==> src/rtl/vk_mem_arbiter_if.sv <==
// ---------------------------------------------------------------------------
// vk_mem_arbiter_if
// Bundle of the keyboard, VGA-refresh and memory-port signals seen by
// vk_mem_arbiter.
//   slave  modport : the arbiter itself
//   master modport : the environment (keyboard decoder, VGA reader, RAM)
// Signals:
//   key_valid/key_data/key_ready   keystroke push handshake
//   vga_req/vga_addr/vga_gnt       refresh read request, held until granted
//   vga_rdata/vga_rvalid           refresh read return
//   mem_addr/mem_wren/mem_wdata    registered shared memory port
//   mem_rdata                      synchronous RAM read data (1-cycle)
//   key_overflow                   sticky keystroke-dropped flag
// ---------------------------------------------------------------------------
interface vk_mem_arbiter_if;
   logic        key_valid;
   logic [31:0] key_data;
   logic        key_ready;
   logic        vga_req;
   logic [31:0] vga_addr;
   logic        vga_gnt;
   logic [31:0] vga_rdata;
   logic        vga_rvalid;
   logic [31:0] mem_addr;
   logic        mem_wren;
   logic [31:0] mem_wdata;
   logic [31:0] mem_rdata;
   logic        key_overflow;

   modport slave (
      input  key_valid, key_data, vga_req, vga_addr, mem_rdata,
      output key_ready, vga_gnt, vga_rdata, vga_rvalid,
             mem_addr, mem_wren, mem_wdata, key_overflow
   );

   modport master (
      output key_valid, key_data, vga_req, vga_addr, mem_rdata,
      input  key_ready, vga_gnt, vga_rdata, vga_rvalid,
             mem_addr, mem_wren, mem_wdata, key_overflow
   );
endinterface

==> src/rtl/vk_mem_arbiter.sv <==
// ---------------------------------------------------------------------------
// vk_mem_arbiter
// Arbitrates the single shared VGA/keyboard memory port. Keystrokes are
// buffered in a small FIFO; each cycle at most one slot is granted: a VGA
// refresh read, a keystroke write to the key mailbox, or idle.
//
// Ports:
//   sys_clk  system clock, rising edge
//   rst      asynchronous active-low reset
//   bus      vk_mem_arbiter_if.slave (key, VGA and memory signals)
//
// Parameters:
//   KEY_ADDR    word address of the key mailbox
//   FIFO_DEPTH  keystroke FIFO entries (power of two, 2..16)
//   MAX_WAIT    consecutive VGA grants tolerated while keys wait
//
// Build option:
//   VK_ARB_STARVE_GUARD_EN  defined   -> after MAX_WAIT consecutive VGA grants
//                                        with keys pending, a key write wins
//                           undefined -> VGA has strict priority
// ---------------------------------------------------------------------------
module vk_mem_arbiter #(
   parameter logic [31:0] KEY_ADDR   = 32'h0000_20D0,
   parameter int unsigned FIFO_DEPTH = 4,
   parameter int unsigned MAX_WAIT   = 8
) (
   input  logic             sys_clk,
   input  logic             rst,
   vk_mem_arbiter_if.slave  bus
);

   localparam int unsigned PTR_W = (FIFO_DEPTH > 1) ? $clog2(FIFO_DEPTH) : 1;
   localparam int unsigned CNT_W = PTR_W + 1;

   typedef enum logic [1:0] {
      SLOT_IDLE   = 2'd0,
      SLOT_KEY_WR = 2'd1,
      SLOT_VGA_RD = 2'd2
   } slot_e;

   // Keystroke FIFO
   logic [31:0]      r_fifo [FIFO_DEPTH];
   logic [PTR_W-1:0] r_rd_ptr;
   logic [PTR_W-1:0] r_wr_ptr;
   logic [CNT_W-1:0] r_count;

   // Memory port and status registers
   logic [31:0]      r_mem_addr;
   logic             r_mem_wren;
   logic [31:0]      r_mem_wdata;
   logic [1:0]       r_rv_pipe;
   logic             r_overflow;

   logic             w_empty;
   logic             w_full;
   logic             w_key_ok;
   logic             w_push;
   logic             w_pop;
   logic             w_wait_hit;
   slot_e            w_slot;

   assign w_empty  = (r_count == '0);
   assign w_full   = (r_count == CNT_W'(FIFO_DEPTH));
   // A zero code is "no key": neither pushed nor counted as an overflow.
   assign w_key_ok = bus.key_valid && (bus.key_data != 32'd0);
   // Full means full: a pop on the same edge does not make room.
   assign w_push   = w_key_ok && !w_full;
   assign w_pop    = (w_slot == SLOT_KEY_WR);

`ifdef VK_ARB_STARVE_GUARD_EN
   localparam int unsigned WAIT_W = $clog2(MAX_WAIT + 1);

   logic [WAIT_W-1:0] r_wait_cnt;

   assign w_wait_hit = (r_wait_cnt == WAIT_W'(MAX_WAIT));

   // Counts VGA grants taken while keys are waiting; any key write or an
   // empty FIFO restarts the count.
   always_ff @(posedge sys_clk or negedge rst) begin
      if (!rst) begin
         r_wait_cnt <= '0;
      end else if (w_empty || (w_slot == SLOT_KEY_WR)) begin
         r_wait_cnt <= '0;
      end else if ((w_slot == SLOT_VGA_RD) && !w_wait_hit) begin
         r_wait_cnt <= r_wait_cnt + 1'b1;
      end
   end
`else
   logic w_unused_cfg;

   assign w_wait_hit   = 1'b0;
   assign w_unused_cfg = ^MAX_WAIT;
`endif

   // Slot arbitration: pending keys win when VGA is quiet or has used up
   // its allowance; otherwise a VGA request takes the slot.
   // NOTE: every always_comb output gets a default first so no path can
   // leave it unassigned and infer a latch.
   always_comb begin
      w_slot = SLOT_IDLE;
      if (!w_empty && (!bus.vga_req || w_wait_hit)) begin
         w_slot = SLOT_KEY_WR;
      end else if (bus.vga_req) begin
         w_slot = SLOT_VGA_RD;
      end
   end

   // Gated with reset so no grant is reported while the block is held.
   assign bus.vga_gnt   = rst && bus.vga_req && (w_slot == SLOT_VGA_RD);
   assign bus.key_ready = !w_full;

   // FIFO pointers and occupancy
   // NOTE: sequential state uses non-blocking assignments so every register
   // samples pre-edge values regardless of statement order.
   always_ff @(posedge sys_clk or negedge rst) begin
      if (!rst) begin
         r_rd_ptr <= '0;
         r_wr_ptr <= '0;
         r_count  <= '0;
      end else begin
         if (w_push) begin
            r_wr_ptr <= r_wr_ptr + 1'b1;
         end
         if (w_pop) begin
            r_rd_ptr <= r_rd_ptr + 1'b1;
         end
         unique case ({w_push, w_pop})
            2'b10:   r_count <= r_count + 1'b1;
            2'b01:   r_count <= r_count - 1'b1;
            default: r_count <= r_count;
         endcase
      end
   end

   // NOTE: the FIFO storage has no reset; resetting the pointers and count
   // already discards its contents, and a reset-free array maps to RAM.
   always_ff @(posedge sys_clk) begin
      if (w_push) begin
         r_fifo[r_wr_ptr] <= bus.key_data;
      end
   end

   // Memory port registers, read-valid pipeline and sticky overflow
   always_ff @(posedge sys_clk or negedge rst) begin
      if (!rst) begin
         r_mem_addr  <= '0;
         r_mem_wren  <= 1'b0;
         r_mem_wdata <= '0;
         r_rv_pipe   <= '0;
         r_overflow  <= 1'b0;
      end else begin
         unique case (w_slot)
            SLOT_KEY_WR: begin
               r_mem_addr  <= KEY_ADDR;
               r_mem_wren  <= 1'b1;
               r_mem_wdata <= r_fifo[r_rd_ptr];
            end
            SLOT_VGA_RD: begin
               r_mem_addr <= bus.vga_addr;
               r_mem_wren <= 1'b0;
            end
            default: begin
               r_mem_wren <= 1'b0;
            end
         endcase
         // Stage 0: address presented; stage 1: RAM data on mem_rdata.
         r_rv_pipe <= {r_rv_pipe[0], bus.vga_gnt};
         if (w_key_ok && w_full) begin
            r_overflow <= 1'b1;
         end
      end
   end

   assign bus.mem_addr     = r_mem_addr;
   assign bus.mem_wren     = r_mem_wren;
   assign bus.mem_wdata    = r_mem_wdata;
   assign bus.vga_rvalid   = r_rv_pipe[1];
   assign bus.vga_rdata    = bus.mem_rdata;
   assign bus.key_overflow = r_overflow;

endmodule

==> src/flat_wrapper.sv <==
// flat-port wrapper written by rule: the top's interface ports become plain ports
module vk_mem_arbiter_flat 
#(
   parameter logic [31:0] KEY_ADDR   = 32'h0000_20D0,
   parameter int unsigned FIFO_DEPTH = 4,
   parameter int unsigned MAX_WAIT   = 8
)
  (sys_clk, rst, bus_key_valid, bus_key_data, bus_vga_req, bus_vga_addr, bus_mem_rdata, bus_key_ready, bus_vga_gnt, bus_vga_rdata, bus_vga_rvalid, bus_mem_addr, bus_mem_wren, bus_mem_wdata, bus_key_overflow);
  vk_mem_arbiter_if bus_i ();
  input  logic sys_clk;
  input  logic rst;
  input wire logic [$bits(bus_i.key_valid)-1:0] bus_key_valid;
  input wire logic [$bits(bus_i.key_data)-1:0] bus_key_data;
  input wire logic [$bits(bus_i.vga_req)-1:0] bus_vga_req;
  input wire logic [$bits(bus_i.vga_addr)-1:0] bus_vga_addr;
  input wire logic [$bits(bus_i.mem_rdata)-1:0] bus_mem_rdata;
  output wire logic [$bits(bus_i.key_ready)-1:0] bus_key_ready;
  output wire logic [$bits(bus_i.vga_gnt)-1:0] bus_vga_gnt;
  output wire logic [$bits(bus_i.vga_rdata)-1:0] bus_vga_rdata;
  output wire logic [$bits(bus_i.vga_rvalid)-1:0] bus_vga_rvalid;
  output wire logic [$bits(bus_i.mem_addr)-1:0] bus_mem_addr;
  output wire logic [$bits(bus_i.mem_wren)-1:0] bus_mem_wren;
  output wire logic [$bits(bus_i.mem_wdata)-1:0] bus_mem_wdata;
  output wire logic [$bits(bus_i.key_overflow)-1:0] bus_key_overflow;
  assign bus_i.key_valid = bus_key_valid;
  assign bus_i.key_data = bus_key_data;
  assign bus_i.vga_req = bus_vga_req;
  assign bus_i.vga_addr = bus_vga_addr;
  assign bus_i.mem_rdata = bus_mem_rdata;
  assign bus_key_ready = bus_i.key_ready;
  assign bus_vga_gnt = bus_i.vga_gnt;
  assign bus_vga_rdata = bus_i.vga_rdata;
  assign bus_vga_rvalid = bus_i.vga_rvalid;
  assign bus_mem_addr = bus_i.mem_addr;
  assign bus_mem_wren = bus_i.mem_wren;
  assign bus_mem_wdata = bus_i.mem_wdata;
  assign bus_key_overflow = bus_i.key_overflow;
  vk_mem_arbiter #(.KEY_ADDR(KEY_ADDR), .FIFO_DEPTH(FIFO_DEPTH), .MAX_WAIT(MAX_WAIT)) u_core (.sys_clk(sys_clk), .rst(rst), .bus(bus_i));
endmodule
==> config.mk <==
export PLATFORM = sky130hd
export DESIGN_NAME = vk_mem_arbiter_flat
export DESIGN_NICKNAME = d
export VERILOG_FILES = /design/src/rtl/vk_mem_arbiter_if.sv /design/src/rtl/vk_mem_arbiter.sv /design/src/flat_wrapper.sv
export SDC_FILE = /design/constraint.sdc
export NUM_CORES = 1
export LEC_CHECK = 0
export BUFFER_PORTS_ARGS = -buffer_cell sky130_fd_sc_hd__buf_2
export CORE_MARGIN = 5
export CORE_UTILIZATION = 40
export DETAILED_ROUTE_END_ITERATION = 7
export SLEW_MARGIN = 20
export SYNTH_ARGS = -nofsm -noshare
export SYNTH_HDL_FRONTEND = slang
export SYNTH_SLANG_ARGS = --single-unit
==> constraint.sdc <==
create_clock -name sys_clk -period 3.1 [get_ports sys_clk]
set_input_delay 0.465 -clock sys_clk [delete_from_list [all_inputs] [get_ports sys_clk]]
set_output_delay 0.465 -clock sys_clk [all_outputs]
set_load 0.05 [all_outputs]
==> impl_metrics.ini <==
[run_status]
status = finished clean

[timing]
worst-slew-pin-transition_ps = 712.1
setup_viol_count_final = 0
fin_crit_ps = 2198
report.final.hold_viol_count = 0
fmax_mhz = 454.9
setup_tns_ps = 0
max_slew_margin_pct = 52.52
slew_viol_final = 0
fin_crit_sh_pct = 70.91
rsz0062_at_grt = false
finClkSkew_ps = 7.824

[synthesis]
syn-cell-area_um2 = 7980
synth_xor_area_share_pct = 0.6585
synth_mux_area_share_pct = 15.37
synthCells = 404
ys_seq_area_share_pct = 71.68
syn_nets = 510
ys_seq_elements = 203
synth-compound-area-share_pct = 3.747
ys_warn_count = 0
synth_cell_types = 33
synthSimpleGateAreaFrac_pct = 2.164
postSynthAreaPerCell_um2 = 19.75
synth_top_family_by_area = multiplexers
yosys.area_share.adder_pct = 1.035

[route]
drtAntennaViolNets = 0
totalWireLength_um = 17220
detail_route.wl_per_cell_um = 21.24
drcViolationCount = 0
drtIter0Drc = 137
viasPerCell = 5.012
num_vias = 4065
dr.pass1.iters = 4

[critical_path]
start_kind = input port
required_ps = 3530
path_max_fanout = 5
path_buf_inv = 2
path_common_cell = xor2_1
worstPathCellList = buf_2, nor4_1, nand4_1, o211ai_4, ha_1, inv_1, fa_1, xor2_1, nor2_1, xor2_1
cp_top_family = simple AND/OR/NAND/NOR gates
max_stage_delay_ps = 390
critPathCaptureType = register
critPathSlowestCell = nor4_1
crit_type = input port to register
cp.arrival_ps = 2630

[die]
fp.dieW_um = 151.2
core_um2 = 19530
ioPinCount = 201
die_h_um = 151.2
die_area_um2 = 22880
floorplan.initialDensity_pct = 40.87
rows = 51

[pwr]
p_comb_share_pct = 32.6
power_frac_clock_pct = 27.7
switchingPower_w = 0.003347
max-vdd-ir-drop_mv = 0.6306
power.density_nw_per_um2 = 1033
internal-power_w = 0.006563
sw_frac_of_total_pct = 33.77
leakage_nw = 3.839
power_frac_seq_pct = 39.7

[global_route]
track_usage_pct = 14.79
antenna_found_initial = 6
grt_pass1_wl_um = 25670
grt_max_degree = 45
grt-ovfl-total = 0
grt_pass1_vias = 4428

[cts]
htreeDepth = 1
post_cts_buffers = 0
cts_hold_buf = 0
path_clk_slew_ps = 60
root_buffer = clkbuf_16
numCtsBuffers = 23
cts_resized = 0
tritoncts = done
worstSkewPairLatency_ps = 510
cts.sinks = 203
cts_buffer_depth = 3

[placement]
port_buffers = 136
dp_hpwl_um = 11400
gp_congestion = 0.7305

[finish]
nets = 634
syn_to_final_growth_pct = 20.23
layout_commonest_cell = buf_2
final_cell_mix = buf_2, edfxtp_1, dfrtp_1
seqCellArea_um2 = 5722
multi_input_area_um2 = 1863
finish.utilization_pct = 49.13
fillCellCount = 1661
layout-drive-gt1-share_pct = 46.61

[flow_run]
cap_viol_max_count = 0

[hold_path]
hp-class = input port to asynchronous set/reset pin
[per-stage QoR]
| stage | power, W | hold slack (ps) | instance area [um^2] | setup WS (ps) | instances |
|---|---|---|---|---|---|
| 4_1_cts | 0.01008 | 60.66 | 9592 | 906.0 | 810 |
| 5_1_grt | 0.01038 | 73.62 | 9594 | 765.0 | 811 |
| 6_report | 0.009910 | 46.07 | 9594 | 901.7 | 811 |
| 2_1_floorplan | 0.006534 | 169.4 | 7980 | 41.42 | 404 |
| 3_5_place_dp | 0.007286 | 354.9 | 8808 | 389.4 | 768 |
| 3_3_place_gp | 0.007216 | 359.9 | 8793 | 395.7 | 767 |
[Yosys cell counts]
cell type / count / area share, %
mux4_1: 4 / 1.3
edfxtp_1: 128 / 48
nand3_1: 1 / 0.063
xnor2_1: 3 / 0.33
o211ai_4: 1 / 0.27
nand4_1: 2 / 0.16
a21oi_1: 4 / 0.25
nor4_1: 6 / 0.47
dfrtp_1: 75 / 24
mux2_2: 4 / 0.56
nor4_4: 1 / 0.27
nor2_1: 9 / 0.42
a22o_1: 28 / 3.1
fa_1: 1 / 0.25
ha_1: 5 / 0.78
o21ai_0: 1 / 0.063
nor4_2: 2 / 0.31
nor3_2: 1 / 0.13
mux4_2: 28 / 7.9
nand2b_1: 1 / 0.078
o21bai_1: 1 / 0.094
buf_12: 3 / 0.75
buf_4: 35 / 3.3
xor2_1: 3 / 0.33
inv_1: 13 / 0.61
mux2_4: 29 / 5.5
nand2_1: 1 / 0.047
and2_1: 1 / 0.078
buf_6: 1 / 0.14
nor2_4: 1 / 0.14
mux2i_1: 1 / 0.13
clkbuf_1: 5 / 0.24
buf_2: 5 / 0.31
[sequential cells by signal, indices dropped and copies added, names as in the netlist]
register                 count
u_core.r_fifo              128
u_core.r_wr_ptr              2
u_core.r_rv_pipe             2
u_core.bus.mem_wdata        32
u_core.r_rd_ptr              2
u_core.r_count               3
u_core.bus.mem_addr         32
u_core.bus.key_overflow      1
u_core.bus.mem_wren          1
[area by class of cell]
class,instances,area share (%)
inverter,13,0.5086
antenna,1,0.02608
clock buffer,32,6.664
sequential,203,59.64
clock inverter,10,1.500
tap,265,3.456
timing repair buffer,148,8.790
multi-input combinational,139,19.42
[worst register-to-register path, delay by kind of cell (launching register included)]
| family | cells | cell delay (ps) |
|---|---|---|
| XOR/XNOR | 2 | 300 |
| flip-flops | 1 | 450 |
| AO/OA/AOI/OAI | 1 | 150 |
| buffers and inverters | 2 | 190 |
| AND/OR/NAND/NOR | 2 | 350 |
| adder cells (fa/ha/maj) | 2 | 580 |
[layer usage]
| layer | share of wire, % | global-route usage [%] |
|---|---|---|
| met5 | 0.28 | 0 |
| met4 | 2.3 | 3.944 |
| met3 | 10 | 5.117 |
| met2 | 47 | 24.67 |
| met1 | 40 | 18.46 |
[worst paths after layout]
kind,from,slack (ps),depth (start not counted),endpoint
setup / recovery,bus_key_data[25],900,10,u_core.r_count[2]$_DFFE_PN0P_
hold reg to reg,u_core.r_rv_pipe[0]$_DFF_PN0_,370,0,u_core.r_rv_pipe[1]$_DFF_PN0_
hold / removal,rst,50,2,u_core.bus.mem_wdata[13]$_DFFE_PN0P_
setup reg to reg,u_core.r_count[0]$_DFFE_PN0P_,1020,9,u_core.r_count[2]$_DFFE_PN0P_
min in group sys_clk,bus_vga_addr[7],190,3,u_core.bus.mem_addr[7]$_DFFE_PN0P_
max in group asynchronous,rst,2010,3,u_core.r_rd_ptr[0]$_DFFE_PN0P_
[kinds of logic (layout without fill, tap and decap cells)]
kind of cell | after synthesis | in the layout
other | 0 | 1
xor gates and xnor gates | 6 | 6
AOI/OAI and AO/OA | 35 | 35
buffers and inverters | 62 | 203
adders and majority gates | 6 | 6
and+or+nand+nor | 26 | 26
muxes | 66 | 66
DFF | 203 | 203
[power groups by stage]
stage                     logic, W  registers [W]  clock network [W]
final                      0.00324        0.00393            0.00274
after detailed placement   0.00329        0.00400                  0
after global placement     0.00325        0.00397                  0
after global routing       0.00343        0.00401            0.00294
after CTS                  0.00330        0.00395            0.00283
after floorplan            0.00175        0.00479                  0
(Power assumes the default switching activity.)
